$ cat src/rtl/sum_accumulator.sv
// Accumulates NUM_SAMPLES doubled-sum samples into one block total and hands
// the total, sample count and overflow flag downstream over valid/ready.
module sum_accumulator #(
    parameter int unsigned IN_W        = 9,
    parameter int unsigned ACC_W       = 16,
    parameter int unsigned NUM_SAMPLES = 4,
    parameter int unsigned SATURATE    = 1
) (
    input  logic             clk,
    input  logic             rst_n,
    input  logic             clear,
    input  logic             in_valid,
    output logic             in_ready,
    input  logic [IN_W-1:0]  in_data,
    output logic             out_valid,
    input  logic             out_ready,
    output logic [ACC_W-1:0] out_total,
    output logic [7:0]       out_count,
    output logic             out_ovf
);

    localparam int unsigned SUM_W      = ACC_W + 1;
    localparam logic [7:0]  COUNT_FULL = 8'(NUM_SAMPLES);

    typedef enum logic {
        ST_ACCUM = 1'b0,
        ST_DONE  = 1'b1
    } state_t;

    state_t             state_q, state_d;
    logic [ACC_W-1:0]   acc_q, acc_d;
    logic [7:0]         cnt_q, cnt_d;
    logic               ovf_q, ovf_d;
    logic               in_ready_q, in_ready_d;
    logic               out_valid_q, out_valid_d;
    logic [ACC_W-1:0]   out_total_q, out_total_d;
    logic [7:0]         out_count_q, out_count_d;
    logic               out_ovf_q, out_ovf_d;
    logic [SUM_W-1:0]   sum_c;

    // Next-state and block bookkeeping; handshake flags are decoded from the next state
    always_comb begin
        state_d     = state_q;
        acc_d       = acc_q;
        cnt_d       = cnt_q;
        ovf_d       = ovf_q;
        out_total_d = out_total_q;
        out_count_d = out_count_q;
        out_ovf_d   = out_ovf_q;
        sum_c       = SUM_W'(acc_q) + SUM_W'(in_data);

        case (state_q)
            ST_ACCUM: begin
                if (in_valid && in_ready_q) begin
                    if (sum_c[ACC_W]) begin
                        ovf_d = 1'b1;
                        acc_d = (SATURATE != 0) ? '1 : sum_c[ACC_W-1:0];
                    end else begin
                        acc_d = sum_c[ACC_W-1:0];
                    end
                    cnt_d = cnt_q + 8'd1;
                    if (cnt_d == COUNT_FULL) begin
                        out_total_d = acc_d;
                        out_count_d = COUNT_FULL;
                        out_ovf_d   = ovf_d;
                        state_d     = ST_DONE;
                    end
                end
            end
            ST_DONE: begin
                if (out_valid_q && out_ready) begin
                    state_d = ST_ACCUM;
                    acc_d   = '0;
                    cnt_d   = 8'd0;
                    ovf_d   = 1'b0;
                end
            end
            default: state_d = ST_ACCUM;
        endcase

        // Abort drops the partial block and any pending output but keeps the output payload
        if (clear) begin
            state_d     = ST_ACCUM;
            acc_d       = '0;
            cnt_d       = 8'd0;
            ovf_d       = 1'b0;
            out_total_d = out_total_q;
            out_count_d = out_count_q;
            out_ovf_d   = out_ovf_q;
        end

        in_ready_d  = (state_d == ST_ACCUM);
        out_valid_d = (state_d == ST_DONE);
    end

    always_ff @(posedge clk) begin
        if (!rst_n) begin
            state_q     <= ST_ACCUM;
            acc_q       <= '0;
            cnt_q       <= 8'd0;
            ovf_q       <= 1'b0;
            in_ready_q  <= 1'b0;
            out_valid_q <= 1'b0;
            out_total_q <= '0;
            out_count_q <= 8'd0;
            out_ovf_q   <= 1'b0;
        end else begin
            state_q     <= state_d;
            acc_q       <= acc_d;
            cnt_q       <= cnt_d;
            ovf_q       <= ovf_d;
            in_ready_q  <= in_ready_d;
            out_valid_q <= out_valid_d;
            out_total_q <= out_total_d;
            out_count_q <= out_count_d;
            out_ovf_q   <= out_ovf_d;
        end
    end

    assign in_ready  = in_ready_q;
    assign out_valid = out_valid_q;
    assign out_total = out_total_q;
    assign out_count = out_count_q;
    assign out_ovf   = out_ovf_q;

endmodule
$ cat config.mk
export PLATFORM = sky130hd
export DESIGN_NAME = sum_accumulator
export DESIGN_NICKNAME = d
export VERILOG_FILES = /design/src/rtl/sum_accumulator.sv
export SDC_FILE = /design/constraint.sdc
export NUM_CORES = 1
export LEC_CHECK = 0
export CAP_MARGIN = 10
export CORE_UTILIZATION = 45
export DETAILED_ROUTE_END_ITERATION = 16
export PLACE_DENSITY_LB_ADDON = 0.15
export SYNTH_ARGS = -nofsm -noshare
export SYNTH_HDL_FRONTEND = slang
export SYNTH_SLANG_ARGS = --single-unit
export TNS_END_PERCENT = 20
$ cat constraint.sdc
create_clock -name clk -period 3.4 [get_ports clk]
set_clock_uncertainty 0.1 [all_clocks]
set_input_delay 0.68 -clock clk [delete_from_list [all_inputs] [get_ports clk]]
set_output_delay 0.68 -clock clk [all_outputs]
set_load 0.01 [all_outputs]
Word level (Yosys, flattened, before mapping)

Index checks and enable logic that the tools add are counted.

Flip-flop bits (word level): 45
Input bits: 14
Output and inout bits: 27
Logic and storage cells: 38

$add $sub $neg: 2
Eq/ne operators: 3
Multiplexer cells: 16
Bitwise gates (word level): 4
Reduce and logical (&&, ||, !) cells: 5

Operator list:

| kind                | count |
|---|---|
| $mux 16             | 3 |
| $pmux 16 s2         | 1 |
| $add 16x9->17       | 1 |
| $mux 8              | 2 |
| $pmux 8 s2          | 1 |
| $add 8x1->8 const B | 1 |
| $eq 8x3->1 const B  | 1 |
| $mux 1              | 7 |
| $not 1->1           | 4 |
| $pmux 1 s2          | 2 |
| $reduce_and 4->1    | 1 |
| $logic_and 1x1->1   | 2 |
| $ne 2x1->1 const B  | 1 |
| $ne 2x2->1 const B  | 1 |
| $reduce_and 2->1    | 1 |
| $reduce_or 2->1     | 1 |

Longest topological paths before layout

Word-level depth: 7
Gate-level depth with buffers: 9
Mapped depth without buffers: 8

Worst setup path after synthesis

Ideal clock, no wire load.

Path kind: input to register
Start: input in_data[0]
End: register out_total_q[3], in the netlist out_total[3]
Arrival: 2456 ps
Data required time: 3161 ps
Slack: 705 ps
Stages: 9
Buffers on the path: 1
Cells stage by stage: ha_1 > fa_1 > a21o_1 > a221oi_4 > a211oi_4 > nor2b_4 > buf_6 > nor2_1 > a211oi_2

Cells in the longest elaborated chain, start to end: 2

Ends and longest elaborated chain:

| what                   | line | source |
|---|---|---|
| start: declaration     | 14   | `input logic [IN_W-1:0] in_data,` |
| $add 16x9->17          | 50   | `sum_c = SUM_W'(acc_q) + SUM_W'(in_data);` |
| $mux 16                | 55   | `if (sum_c[ACC_W]) begin` |
| end signal: assignment | 114  | `out_total_q <= out_total_d;` |
| end: declaration       | 36   | `logic [ACC_W-1:0] out_total_q, out_total_d;` |

No other way between the ends.
A chain may end at the register's enable or synchronous reset.

Final worst setup path

Start: input in_data[0]
End: register out_total_q[15], in the netlist out_total[15]

Same word-level chain as after synthesis.

==> metrics <==
result of the run finished, final reports clean; area occupied by registers 900.9 µm²; H-tree levels 2; first-pass GRT wire length 8790 µm; Peak Freq 345.4 MHz; number of buffers inserted by port buffering 33; filler cell count in the final layout 493; startpoint type of the worst setup path primary input; type of the worst setup path primary input to flop; data arrival time of the critical path 2.98 ns; share of post-route cells with drive strength above 1 9.938%; count of boundary I/O pins 41; number of buffers created by CTS 5; Post-Syn Area 2432 µm²; via count of the routed design 2,134; cell row count 26; Placeable Area 5172 µm²; longest individual stage delay on the worst path 0.40 ns; die height 75.52 µm; number of DRC markers after the initial detailed-route iteration 98; Pre-Repair DR Iteration Count 4; startpoint of the worst hold path acc_q[4]$_SDFFE_PP0P_; Setup violations, final 0; ratio of routed vias to standard cells 5.444; sequential area share after synthesis 37.04%; maximum number of pins on one net before global-route repair 29; P per Cell Area 361.3 nW/µm²; endpoint class of the critical path flop; final period utilization 85.16%; standard cell with the maximum stage delay on the critical path sky130_fd_sc_hd__clkdlybuf4s50_1; overall die width 75.52 µm; detailed placement HPWL 3950 µm; critical path required time 3.49 ns; area of the multi-input gates 1418 µm²; crit path buf inv count 1; number of inserted diodes 0; Final Wtd Congestion 0.8137; Top FF cell, synth sky130_fd_sc_hd__dfxtp_1; Max rail drop VDD 0.1405 mV; critical-path cell list clkdlybuf4s50_1, ha_1, fa_1, a21o_1, a221oi_4, a211oi_4, nor2b_4, nor2_2, a21oi_1; Area Overhead vs Synth 20.01%; Tot GR Track Use 20.57%; number of flops mapped to enable cells by yosys 0; mean routed wirelength per cell 13.95 µm; most used standard cell by instance count after synthesis sky130_fd_sc_hd__dfxtp_1; number of antenna violations at the first check in global routing 0; synthesized area per cell 8.505 µm²; startpoint of the most critical setup path in_data[0]; largest driver fanout on the critical path 12; Sink Count 45; slew at the pin with the worst max-slew slack 0.6535 ns; Post-synth ARST share 0%; number of nets in the layout 346; register clock-pin slew on the reported worst setup and hold paths 0.08 ns; Synth warnings 0; Resized cells post-CTS 0; drt total wl 5469 µm; die area 5703 µm²; reported leakage power 0.001079 µW; leading post-synthesis cells by cell area sky130_fd_sc_hd__dfxtp_1 37%, sky130_fd_sc_hd__nor2_1 6.5%, sky130_fd_sc_hd__a21oi_1 5.8%; final hold violation count 0; worst min-delay path class flop to flop; clock tree from TritonCTS built; R2R Path Start acc_q[0]$_SDFFE_PP0P_; number of distinct library cell variants in the gate-level netlist after synthesis 51; crit path time final 2.895 ns; Worst slew margin 56.43%; cell count after synthesis 286; final global-route overflow total 0; Hold Slack 0.3628 ns; Total Negative Setup Slacks 0 ns; CTS max path bufs 2; clock latency at the later pin of the worst-skew pair 0.30 ns; clock root buffer master sky130_fd_sc_hd__clkbuf_8; pins over their slew limit 0; Initial Util 47.02%; Post-CTS Setup Bufs 0; number of global-route vias before repair 1,858; quantity of hold-fixing buffers added after cts 0; Max-Cap Viols 0; setup repair after global routing missed its margin false; cell taking the most area after synthesis sky130_fd_sc_hd__dfxtp_1; family with the most delay on the worst path compound AO/OA/AOI/OAI gates; antenna-violating nets left 0; Residual DRC 0; area share of the largest cell type after synthesis 37.04%; post-synthesis register bit count 45; Post-synth top cells 45 x sky130_fd_sc_hd__dfxtp_1, 42 x sky130_fd_sc_hd__nor2_1, 28 x sky130_fd_sc_hd__a21oi_1
==> final timing paths <==
| kind | end | slack (ns) | cells after the start |
|---|---|---|---|
| setup reg to reg | out_total[15]$_SDFFE_PN0P_ | 0.98 | 8 |
| setup / recovery | out_total[15]$_SDFFE_PN0P_ | 0.50 | 9 |
| hold reg to reg | acc_q[4]$_SDFFE_PP0P_ | 0.36 | 2 |
| hold / removal | acc_q[4]$_SDFFE_PP0P_ | 0.36 | 2 |
==> placed cells by master, fill, tap and decap left out, drive strengths merged, types with 6 or more instances in the layout <==
master,instances
clkdlybuf4s50,33
inv,6
nand2,23
dfxtp,45
xor2,6
o21ai,27
nor2,43
a21oi,29
ha,10
a21o,6
a211oi,13
buf,6
conb,7
==> cells by family (layout without fill, tap and decap cells) <==
logic type / Yosys count / in the layout / share of synthesized area [%]
AOI/OAI and AO/OA: 95 / 95 / 27.21
xor gates and xnor gates: 11 / 11 / 3.961
muxes: 1 / 1 / 0.4115
adders and majority gates: 11 / 11 / 5.967
buffers and inverters: 23 / 53 / 5.607
and+or+nand+nor: 99 / 99 / 19.65
DFF: 45 / 45 / 37.04
other: 1 / 7 / 0.1542
==> per-stage QoR <==
stage	worst slack [ns]	cell area, µm²	total power, µW	util, %	std cells
floorplan	0.7049	2455	621.2	-	292
CTS	0.4990	2919	1065	56.43	392
finish	0.5046	2919	1055	56.43	392
global route	0.3783	2919	1101	56.43	392
detailed placement	0.1795	2804	653.8	54.21	384
global placement	0.2126	2804	653.9	54.21	384
==> power breakdown <==
part / internal (µW) / switching, µW
Combinational: 45.0 / 63.5
Clock: 220 / 193
Sequential: 531 / 2.60
Total: 796 / 259
==> tightest hold or removal path, cell delays in order, from the launching register on <==
cell and delay [ns]:
sky130_fd_sc_hd__dfxtp_1 0.34, sky130_fd_sc_hd__nand2_1 0.05, sky130_fd_sc_hd__o21ai_0 0.05
==> state kept, by name, summed over array words and instances, names as in the netlist <==
register and flops:
out_count 1, out_ovf 1, out_valid 1, cnt_q 8
acc_q 16, ovf_q 1, out_total 16, in_ready 1
==> routing by layer <==
layer | up-vias | global-route usage [%] | share of wire [%]
met3 | 14 | 4.894 | 4.7
met2 | 62 | 32.34 | 44
met1 | 981 | 27.15 | 49
met4 | 0 | 8.436 | 2.8
met5 | - | 0 | 0
li1 | 1077 | - | -
==> layout make-up <==
| cell class | instances | area share (%) |
|---|---|---|
| multi-input combinational | 224 | 48.56 |
| sequential | 45 | 30.86 |
| timing repair buffer | 39 | 12.86 |
| tap | 70 | 3.000 |
| clock buffer | 5 | 2.357 |
| clock inverter | 3 | 1.586 |
| inverter | 6 | 0.7715 |
Power figures use the tool's default switching activity.
